$ cat src/rtl/fetch_unit.sv
// Instruction-fetch stage: owns the PC, fetches from a memory controller that may insert
// wait states, and delivers instruction / PC+4 / valid to decode under redirect and stall.
module fetch_unit #(
    parameter int unsigned ADDR_W     = 18,
    parameter logic [31:0] RESET_PC   = 32'd0,
    parameter logic [31:0] EXC_VECTOR = 32'd64,
    parameter logic [31:0] NOP_WORD   = 32'd0,
    parameter bit          STALL_MODE = 1'b1
) (
    input  logic              clock,
    input  logic              reset,
    input  logic              ex_if_stall,
    input  logic              id_if_selpcsource,
    input  logic [1:0]        id_if_selpctype,
    input  logic [31:0]       id_if_pcimd2ext,
    input  logic [31:0]       id_if_rega,
    input  logic [31:0]       id_if_pcindex,
    output logic [31:0]       if_id_instruc,
    output logic [31:0]       if_id_nextpc,
    output logic              if_id_valid,
    output logic              if_mc_en,
    output logic [ADDR_W-1:0] if_mc_addr,
    input  logic [31:0]       mc_if_data,
    input  logic              mc_if_ready
);

    localparam int unsigned XLEN = 32;

    typedef enum logic [1:0] {
        ST_IDLE  = 2'd0,
        ST_FETCH = 2'd1,
        ST_HOLD  = 2'd2
    } state_e;

    state_e            state_q, state_d;
    logic [XLEN-1:0]   pc_q, pc_d;
    logic [XLEN-1:0]   pc_last_q, pc_last_d;
    logic [XLEN-1:0]   redir_q, redir_d;
    logic [XLEN-1:0]   buf_q, buf_d;
    logic              kill_q, kill_d;
    logic              en_q, en_d;
    logic [XLEN-1:0]   instruc_q, instruc_d;
    logic [XLEN-1:0]   nextpc_q, nextpc_d;
    logic              valid_q, valid_d;

    logic [XLEN-1:0]   target;
    logic [XLEN-1:0]   pc_inc;
    logic [XLEN-1:0]   stall_instruc;
    logic [XLEN-1:0]   stall_nextpc;
    logic              stall_valid;

    assign pc_inc = pc_q + XLEN'(4);

    // The outstanding request keeps its address: a kill parks the new target in redir_q
    // instead of moving pc, so if_mc_addr stays stable until the memory answers.
    assign if_mc_addr    = pc_q[ADDR_W-1:0];
    assign if_mc_en      = en_q;
    assign if_id_instruc = instruc_q;
    assign if_id_nextpc  = nextpc_q;
    assign if_id_valid   = valid_q;

    always_comb begin
        target = id_if_pcimd2ext;
        case (id_if_selpctype)
            2'b00:   target = id_if_pcimd2ext;
            2'b01:   target = id_if_rega;
            2'b10:   target = id_if_pcindex;
            default: target = EXC_VECTOR;
        endcase
    end

    // Decode-facing values for a stalled cycle: either freeze or insert a bubble.
    always_comb begin
        stall_instruc = NOP_WORD;
        stall_valid   = 1'b0;
        stall_nextpc  = pc_last_q;
        if (STALL_MODE == 1'b0) begin
            stall_instruc = instruc_q;
            stall_valid   = valid_q;
            stall_nextpc  = nextpc_q;
        end
    end

    always_comb begin
        state_d   = state_q;
        pc_d      = pc_q;
        pc_last_d = pc_last_q;
        redir_d   = redir_q;
        buf_d     = buf_q;
        kill_d    = kill_q;
        en_d      = en_q;
        instruc_d = NOP_WORD;
        nextpc_d  = nextpc_q;
        valid_d   = 1'b0;

        case (state_q)
            ST_IDLE: begin
                en_d    = 1'b1;
                state_d = ST_FETCH;
            end
            ST_FETCH: begin
                if (id_if_selpcsource) begin
                    if (mc_if_ready) begin
                        pc_d   = target;
                        kill_d = 1'b0;
                    end else begin
                        kill_d  = 1'b1;
                        redir_d = target;
                    end
                end else if (mc_if_ready && kill_q) begin
                    pc_d   = redir_q;
                    kill_d = 1'b0;
                    if (ex_if_stall) begin
                        instruc_d = stall_instruc;
                        valid_d   = stall_valid;
                        nextpc_d  = stall_nextpc;
                    end
                end else if (mc_if_ready && !ex_if_stall) begin
                    instruc_d = mc_if_data;
                    nextpc_d  = pc_inc;
                    valid_d   = 1'b1;
                    pc_last_d = pc_q;
                    pc_d      = pc_inc;
                end else if (mc_if_ready) begin
                    buf_d     = mc_if_data;
                    en_d      = 1'b0;
                    state_d   = ST_HOLD;
                    instruc_d = stall_instruc;
                    valid_d   = stall_valid;
                    nextpc_d  = stall_nextpc;
                end else if (ex_if_stall) begin
                    instruc_d = stall_instruc;
                    valid_d   = stall_valid;
                    nextpc_d  = stall_nextpc;
                end
            end
            ST_HOLD: begin
                if (id_if_selpcsource) begin
                    pc_d    = target;
                    en_d    = 1'b1;
                    state_d = ST_FETCH;
                end else if (!ex_if_stall) begin
                    instruc_d = buf_q;
                    nextpc_d  = pc_inc;
                    valid_d   = 1'b1;
                    pc_last_d = pc_q;
                    pc_d      = pc_inc;
                    en_d      = 1'b1;
                    state_d   = ST_FETCH;
                end else begin
                    instruc_d = stall_instruc;
                    valid_d   = stall_valid;
                    nextpc_d  = stall_nextpc;
                end
            end
            default: begin
                en_d    = 1'b0;
                state_d = ST_IDLE;
            end
        endcase
    end

    always_ff @(posedge clock or posedge reset) begin
        if (reset) begin
            state_q   <= ST_IDLE;
            pc_q      <= RESET_PC;
            pc_last_q <= RESET_PC;
            redir_q   <= RESET_PC;
            buf_q     <= NOP_WORD;
            kill_q    <= 1'b0;
            en_q      <= 1'b0;
            instruc_q <= NOP_WORD;
            nextpc_q  <= '0;
            valid_q   <= 1'b0;
        end else begin
            state_q   <= state_d;
            pc_q      <= pc_d;
            pc_last_q <= pc_last_d;
            redir_q   <= redir_d;
            buf_q     <= buf_d;
            kill_q    <= kill_d;
            en_q      <= en_d;
            instruc_q <= instruc_d;
            nextpc_q  <= nextpc_d;
            valid_q   <= valid_d;
        end
    end

endmodule
$ cat config.mk
export PLATFORM = sky130hd
export DESIGN_NAME = fetch_unit
export DESIGN_NICKNAME = d
export VERILOG_FILES = /design/src/rtl/fetch_unit.sv
export SDC_FILE = /design/constraint.sdc
export NUM_CORES = 1
export LEC_CHECK = 0
export ABC_AREA = 1
export CORE_ASPECT_RATIO = 0.9
export CORE_MARGIN = 4
export CORE_UTILIZATION = 47
export CTS_CLUSTER_DIAMETER = 60
export CTS_CLUSTER_SIZE = 14
export DETAILED_ROUTE_END_ITERATION = 7
export PLACE_DENSITY = 0.77
export SLEW_MARGIN = 25
export SYNTH_ARGS = -nofsm -noshare
export SYNTH_HDL_FRONTEND = slang
export SYNTH_SLANG_ARGS = --single-unit
$ cat constraint.sdc
create_clock -name clock -period 6.2 [get_ports clock]
set_input_delay 0.93 -clock clock [delete_from_list [all_inputs] [get_ports clock]]
set_output_delay 0.93 -clock clock [all_outputs]
set_load 0.02 [all_outputs]
After elaboration in Yosys (flattened, before gate mapping)
Cells that the tools add are included.
{"block": "classes", "n_reduce_logical": 14, "addsub": 1, "eq_ne": 14, "muxes": 51, "n_bitwise": 4}
{"op": "$mux 32", "count": 23}
{"op": "$pmux 32 s2", "count": 4}
{"op": "$pmux 32 s3", "count": 1}
{"op": "$add 32x3->32 const B", "count": 1}
{"op": "$mux 1", "count": 14}
{"op": "$ne 2x2->1 const B", "count": 7}
{"op": "$mux 2", "count": 6}
{"op": "$reduce_and 5->1", "count": 2}
{"op": "$ne 3x3->1 const B", "count": 2}
{"op": "$pmux 2 s3", "count": 1}
{"op": "$reduce_and 3->1", "count": 2}
{"op": "$reduce_and 6->1", "count": 1}
{"op": "$eq 2x1->1 const B", "count": 2}
{"op": "$eq 2x2->1 const B", "count": 2}
{"op": "$logic_not 2->1", "count": 2}
{"op": "$ne 4x4->1 const B", "count": 1}
{"op": "$not 1->1", "count": 4}
{"op": "$reduce_and 4->1", "count": 1}
{"op": "$reduce_bool 2->1", "count": 2}
{"op": "$pmux 1 s3", "count": 1}
{"op": "$logic_and 1x1->1", "count": 2}
{"op": "$pmux 1 s2", "count": 1}
{"op": "$reduce_and 2->1", "count": 1}
{"op": "$logic_not 1->1", "count": 1}
{"block": "totals", "output_inout_bits": 84, "wordCells": 94, "register_bits": 197}

Depth between registers and ports, before layout
{"block": "logic_depth", "depth_word": 6, "depth_mapped": 12}

Worst setup path before layout
OpenSTA, ideal clock, no wires.
{"block": "synth_timing", "kind": "in2reg", "startpoint": "input port ex_if_stall", "endpoint": "register pc_q[15]", "required_time_ps": 6076, "path_buffers": 2, "arrival_ps": 2117, "path_slack_ps": 3959, "cell_stages": 10, "path_cell_list": "buf_2 inv_4 nand2_2 nand2_1 nor2_1 nor3_4 buf_4 nand2_1 a21oi_1 a21oi_1"}
{"block": "synth_via", "elab_chain_len": 4, "word_cells_on_any_way": 5, "cone_classes": "2 x eq/ne; 3 x reduce/logical"}
{"element": "from (decl)", "line": "12", "text": "input logic ex_if_stall,"}
{"element": "$logic_not 1->1"}
{"element": "$logic_and 1x1->1", "line": "118", "text": "end else if (mc_if_ready && !ex_if_stall) begin"}
{"element": "$ne 4x4->1 (no line)"}
{"element": "$reduce_and 4->1 (no line) (*)"}
{"element": "to (signal assigned)", "line": "177", "text": "pc_q <= pc_d;"}
{"element": "to (decl)", "line": "36", "text": "logic [XLEN-1:0] pc_q, pc_d;"}
Every way passes the cells marked *; elsewhere a longest branch is shown, timed or not.
A chain may end at the register's enable or synchronous reset.

Worst setup path after layout
{"block": "layout_timing", "startpoint": "register state_q[0]", "endpoint": "register nextpc_q[0], in the netlist if_id_nextpc[0]"}
{"block": "layout_via", "elab_chain_len": 3, "word_cells_on_any_way": 7, "cone_classes": "4 x eq/ne; 1 x mux; 2 x reduce/logical"}
{"element": "from (decl)", "line": "35", "text": "state_e state_q, state_d;"}
{"element": "from (signal assigned)", "line": "176", "text": "state_q <= state_d;"}
{"element": "$eq 2x2->1 / $eq 2x1->1 (equally long branches)", "line": "96", "text": "case (state_q)"}
{"element": "$ne 2x2->1 (no line) / $reduce_bool 2->1 (equally long branches)"}
{"element": "$reduce_and 3->1 (no line)"}
{"element": "to (signal assigned)", "line": "184", "text": "nextpc_q <= nextpc_d;"}
{"element": "to (decl)", "line": "43", "text": "logic [XLEN-1:0] nextpc_q, nextpc_d;"}
Several ways; a longest one is shown, not always the timed one.

==> results_tabular.tex <==
\begin{tabular}{lr}
\hline
Metric & Value \\
\hline
\multicolumn{2}{l}{\textbf{Logic synthesis}} \\
\quad Synthesis Warnings & 0 \\
\quad Count of state elements after synthesis & 197 \\
\quad EDFF count, synth & 0 \\
\quad Syn\_nets & 1508 \\
\quad Mean cell area of the mapped netlist & $\sim$7.6 µm² \\
\quad Post-synthesis async set-or-reset flop share & 1.00 \\
\quad Synthesized cell area & 10400 µm² \\
\quad Unique masters post-synth & 35 \\
\quad Flip-flop cell with the highest count after synthesis & sky130\_fd\_sc\_hd\_\_dfrtp\_1 \\
\quad Library cell with the largest summed area after synthesis & sky130\_fd\_sc\_hd\_\_dfrtp\_1 \\
\quad Cells after synthesis & about 1400 \\
\quad Synth top area share & 0.474 \\
\quad Register area share after synthesis & 0.474 \\
\quad Biggest area contributors in the synthesized netlist & sky130\_fd\_sc\_hd\_\_dfrtp\_1 47\%, sky130\_fd\_sc\_hd\_\_nand2\_1 18\%, sky130\_fd\_sc\_hd\_\_a21oi\_1 5.2\% \\
\multicolumn{2}{l}{\textbf{Timing}} \\
\quad Least-Margin Pin Slew & roughly 0.91 ns \\
\quad Total setup violations reported at the end of the flow & 0 \\
\quad Largest clock skew in the final design & approximately 0.013 ns \\
\quad Max-slew violation count & 0 \\
\quad Post-route setup TNS & 0 ns \\
\quad Post-layout worst setup margin & roughly 2.4 ns \\
\quad Timing-limited maximum frequency & between 200 and 300 MHz \\
\quad Portion of the clock cycle consumed by the worst path in the final layout & 0.608 \\
\quad Unrepaired setup endpoints after global routing & false \\
\quad Hold Vio Cnt, Final & 0 \\
\quad Min Tclk post-route & between 3 and 4 ns \\
\quad Worst relative slew slack & 0.390 \\
\multicolumn{2}{l}{\textbf{Setup path}} \\
\quad Critical Path Max Stage Delay & just over 0.8 ns \\
\quad R2R Path Start & state\_q[0] \\
\quad Kind of end point of the critical path & flip-flop \\
\quad WS Path Type & reg2reg \\
\quad Largest delay contributor family on the critical path & buffers and inverters \\
\quad Cell type of the slowest stage on the worst timing path & sky130\_fd\_sc\_hd\_\_inv\_1 \\
\quad R2R cell count & 8 \\
\quad Slack of the worst reg-to-reg path & 2.43 ns \\
\quad Critical path, cell by cell & inv\_1, ha\_1, inv\_1, nand2\_1, nand2\_1, inv\_1, o21ai\_2, a22o\_1 \\
\quad Worst-path fanout max & 26 \\
\quad Critical register-to-register path endpoint & if\_id\_nextpc[0] \\
\quad Worst setup SP type & flip-flop \\
\quad Critical path buffers and inverters & 3 \\
\quad Most common cell on crit path & sky130\_fd\_sc\_hd\_\_inv\_1 \\
\quad Data required time of the worst path & about 6.5 ns \\
\quad Data arrival, critical path & slightly above 4 ns \\
\multicolumn{2}{l}{\textbf{Detailed routing}} \\
\quad Antenna-violating nets left & 0 \\
\quad WL/cell & $\sim$16 µm \\
\quad Post-Route WL & about 30000 µm \\
\quad Iteration-0 DRC Markers & between 900 and 1000 \\
\quad Number of vias after detailed routing & 9812 \\
\quad Vias per inst & about 5.4 \\
\quad DRC violations left & 0 \\
\quad Router iterations before antenna repair & 5 \\
\multicolumn{2}{l}{\textbf{Floorplanning}} \\
\quad Boundary Pins & $\sim$220 \\
\quad FP Rows & between 50 and 60 \\
\quad Floorplan die area & between 20000 and 25000 µm² \\
\quad Die Span Y & 149 µm \\
\quad Overall die width & around 160 µm \\
\quad Standard cell core area & between 20000 and 25000 µm² \\
\quad Starting density of the core & 0.479 \\
\multicolumn{2}{l}{\textbf{Hold path}} \\
\quad Worst Min Path Start & pc\_last\_q[10] \\
\quad Worst hold endpoint & pc\_last\_q[10] \\
\quad Type of the most critical hold path & reg2reg \\
\quad Number of cells on the worst hold path & 2 \\
\multicolumn{2}{l}{\textbf{Clocking}} \\
\quad Number of buffers inserted to repair setup after CTS & 0 \\
\quad Register clock-pin slew on the reported worst setup and hold paths & roughly 0.07 ns \\
\quad Hold bufs inserted after CTS & 0 \\
\quad Number of sinks driven by the clock tree & between 150 and 200 \\
\quad Worst-skew pair later-pin latency & between 0.4 and 0.5 ns \\
\quad H-tree levels & 4 \\
\quad Clock Path Buffers & 2 \\
\quad Root buf cell & sky130\_fd\_sc\_hd\_\_clkbuf\_16 \\
\quad Cts bufs inserted & 17 \\
\quad CTS tree & done \\
\quad Resized Gates After CTS & 0 \\
\multicolumn{2}{l}{\textbf{Final layout}} \\
\quad Layout cells sized above 1 & 0.0636 \\
\quad Post-route cell area & $\sim$13000 µm² \\
\quad Post-layout net count & about 1700 \\
\quad Signed area change from the synthesized netlist to the final layout & 27.6\% \\
\quad Number of antenna diodes & 0 \\
\multicolumn{2}{l}{\textbf{Global routing}} \\
\quad Number of antenna violations at the first check in global routing & 0 \\
\quad Total congestion overflow after global routing & 0 \\
\quad Wire length of the first global-routing pass & roughly 48000 µm \\
\quad Via count of the first global-routing pass & 9382 \\
\quad Tot GR Track Use & 0.243 \\
\quad Pin count of the biggest net entering global routing & 163 \\
\multicolumn{2}{l}{\textbf{Placement}} \\
\quad Gp weighted congestion & between 0.9 and 1 \\
\quad Setup WS pre-CTS & $\sim$2.1 ns \\
\quad Buffers on Ports & between 200 and 250 \\
\quad Placement-stage cell area & approximately 13000 µm² \\
\quad Placed wire-length estimate after detailed placement & 21100 µm \\
\multicolumn{2}{l}{\textbf{Power and ir drop}} \\
\quad Internal power consumption & $\sim$0.0035 W \\
\quad PD cells & between 400 and 500 nW/µm² \\
\quad Portion of total power attributed to sequential cells & 0.367 \\
\quad Maximum VDD drop & about 0.25 mV \\
\quad Psw & 0.00257 W \\
\quad Power share of the combinational group & 0.441 \\
\quad Leakage power of the design & 6.06 nW \\
\quad Switching fraction of total power & 0.424 \\
\quad Power share of the clock group & 0.192 \\
\multicolumn{2}{l}{\textbf{Outcome}} \\
\quad Status & finished, final reports clean \\
\multicolumn{2}{l}{\textbf{Run}} \\
\quad Max-cap viol count & 0 \\
\hline
\end{tabular}
## layout make-up
class / instances / area (µm²)
fillers: 1896 / 8440
multi-input cells: 989 / 4720
repair buffers: 228 / 2270
clock buffers: 21 / 470
clock inverters: 11 / 136
flip-flops and latches: 197 / 4930
inverters: 96 / 367
well taps: 291 / 364
## kinds of logic (layout without fill, tap and decap cells)
| logic type | Yosys count | count (layout) | share of synthesized area |
|---|---|---|---|
| xor+xnor | 15 | 15 | 0.0126 |
| simple gates | 684 | 684 | 0.260 |
| compound gates | 246 | 246 | 0.129 |
| mux | 38 | 38 | 0.0412 |
| fa+ha+maj | 6 | 6 | 0.00722 |
| buf+inv | 181 | 356 | 0.0753 |
| flops | 197 | 197 | 0.474 |
## how the worst max path moves through the flow
| stage | from | end | slack (ns) | cells past startpoint |
|---|---|---|---|---|
| floorplan | reset | buf_q[0] | 2.72 | 1 |
| global placement | id_if_selpcsource | if_id_nextpc[0] | 2.22 | 7 |
| detailed placement | id_if_selpcsource | if_id_nextpc[0] | 2.14 | 7 |
| CTS | state_q[0] | if_id_nextpc[0] | 2.49 | 8 |
| global route | state_q[0] | if_id_nextpc[0] | 2.07 | 8 |
| finish | state_q[0] | if_id_nextpc[0] | 2.43 | 8 |
## power groups by stage
stage / Sequential, W / Combinational, W / Clock, W
floorplan: 0.00224 / 0.00172 / 0
global placement: 0.00221 / 0.00256 / 0
detailed placement: 0.00222 / 0.00264 / 0
CTS: 0.00220 / 0.00266 / 0.00117
global route: 0.00227 / 0.00297 / 0.00123
finish: 0.00222 / 0.00267 / 0.00116
## sequential cells by signal, summed over array words and instances (netlist names)
signal,cells
pc_q,32
buf_q,32
redir_q,32
state_q,2
if_id_instruc,32
kill_q,1
if_mc_en,1
if_id_nextpc,32
pc_last_q,32
if_id_valid,1
## per-stage QoR
step                      utilization  hold slack, ns  std cells  total power, W
after floorplan                     -           0.449       1367         0.00396
after global placement          0.582           0.464       1801         0.00477
final                           0.611           0.489       1833         0.00605
after CTS                       0.611           0.489       1833         0.00603
after detailed placement        0.583           0.470       1801         0.00486
after global routing            0.611           0.499       1833         0.00647
## synthesized netlist by cell type, types with 3 or more instances
master / n
sky130_fd_sc_hd__nor2_1: 109
sky130_fd_sc_hd__clkbuf_1: 46
sky130_fd_sc_hd__inv_1: 91
sky130_fd_sc_hd__inv_2: 4
sky130_fd_sc_hd__nor2_2: 4
sky130_fd_sc_hd__dfrtp_1: 197
sky130_fd_sc_hd__nand3_1: 79
sky130_fd_sc_hd__a22o_1: 6
sky130_fd_sc_hd__o21ai_0: 97
sky130_fd_sc_hd__xor2_1: 15
sky130_fd_sc_hd__nand2_1: 485
sky130_fd_sc_hd__o21ai_1: 3
sky130_fd_sc_hd__a22oi_1: 13
sky130_fd_sc_hd__a21o_1: 3
sky130_fd_sc_hd__ha_1: 6
sky130_fd_sc_hd__a21oi_1: 108
sky130_fd_sc_hd__o211ai_1: 7
sky130_fd_sc_hd__buf_2: 15
sky130_fd_sc_hd__mux2_2: 38
sky130_fd_sc_hd__buf_4: 22
## layer usage
metal	global-route usage	vias up	part of all wire
met2	0.413	396	0.50
met1	0.317	4663	0.41
li1	-	4700	-
met3	0.0519	53	0.073
met4	0.0669	0	0.020
met5	0	-	0
## tightest hold or removal path, cell delays in order (launching register included)
cell and delay [ns]:
sky130_fd_sc_hd__dfrtp_1 0.35, sky130_fd_sc_hd__nand2_1 0.05, sky130_fd_sc_hd__o21ai_0 0.06
## cells in the final DEF (no fill, tap or decap), types with 2 or more instances in the layout
cell,n
sky130_fd_sc_hd__o21ai_0,97
sky130_fd_sc_hd__buf_4,9
sky130_fd_sc_hd__a21o_1,3
sky130_fd_sc_hd__clkbuf_16,17
sky130_fd_sc_hd__a21oi_1,108
sky130_fd_sc_hd__nand3_1,79
sky130_fd_sc_hd__o211ai_1,7
sky130_fd_sc_hd__mux2_2,38
sky130_fd_sc_hd__nand2_1,485
sky130_fd_sc_hd__clkdlybuf4s50_1,218
sky130_fd_sc_hd__inv_1,89
sky130_fd_sc_hd__xor2_1,15
sky130_fd_sc_hd__ha_1,6
sky130_fd_sc_hd__a41oi_1,2
sky130_fd_sc_hd__nor2_4,3
sky130_fd_sc_hd__a31oi_1,2
sky130_fd_sc_hd__inv_2,5
sky130_fd_sc_hd__a22oi_1,13
sky130_fd_sc_hd__bufinv_16,2
sky130_fd_sc_hd__dfrtp_1,197
sky130_fd_sc_hd__nor2_1,106
sky130_fd_sc_hd__nor3_4,2
sky130_fd_sc_hd__o21ai_1,3
sky130_fd_sc_hd__a22o_1,6
sky130_fd_sc_hd__clkbuf_8,3
sky130_fd_sc_hd__clkinvlp_4,2
sky130_fd_sc_hd__nor3_1,2
sky130_fd_sc_hd__nor2_2,4
sky130_fd_sc_hd__inv_6,5
(Power assumes the default switching activity.)
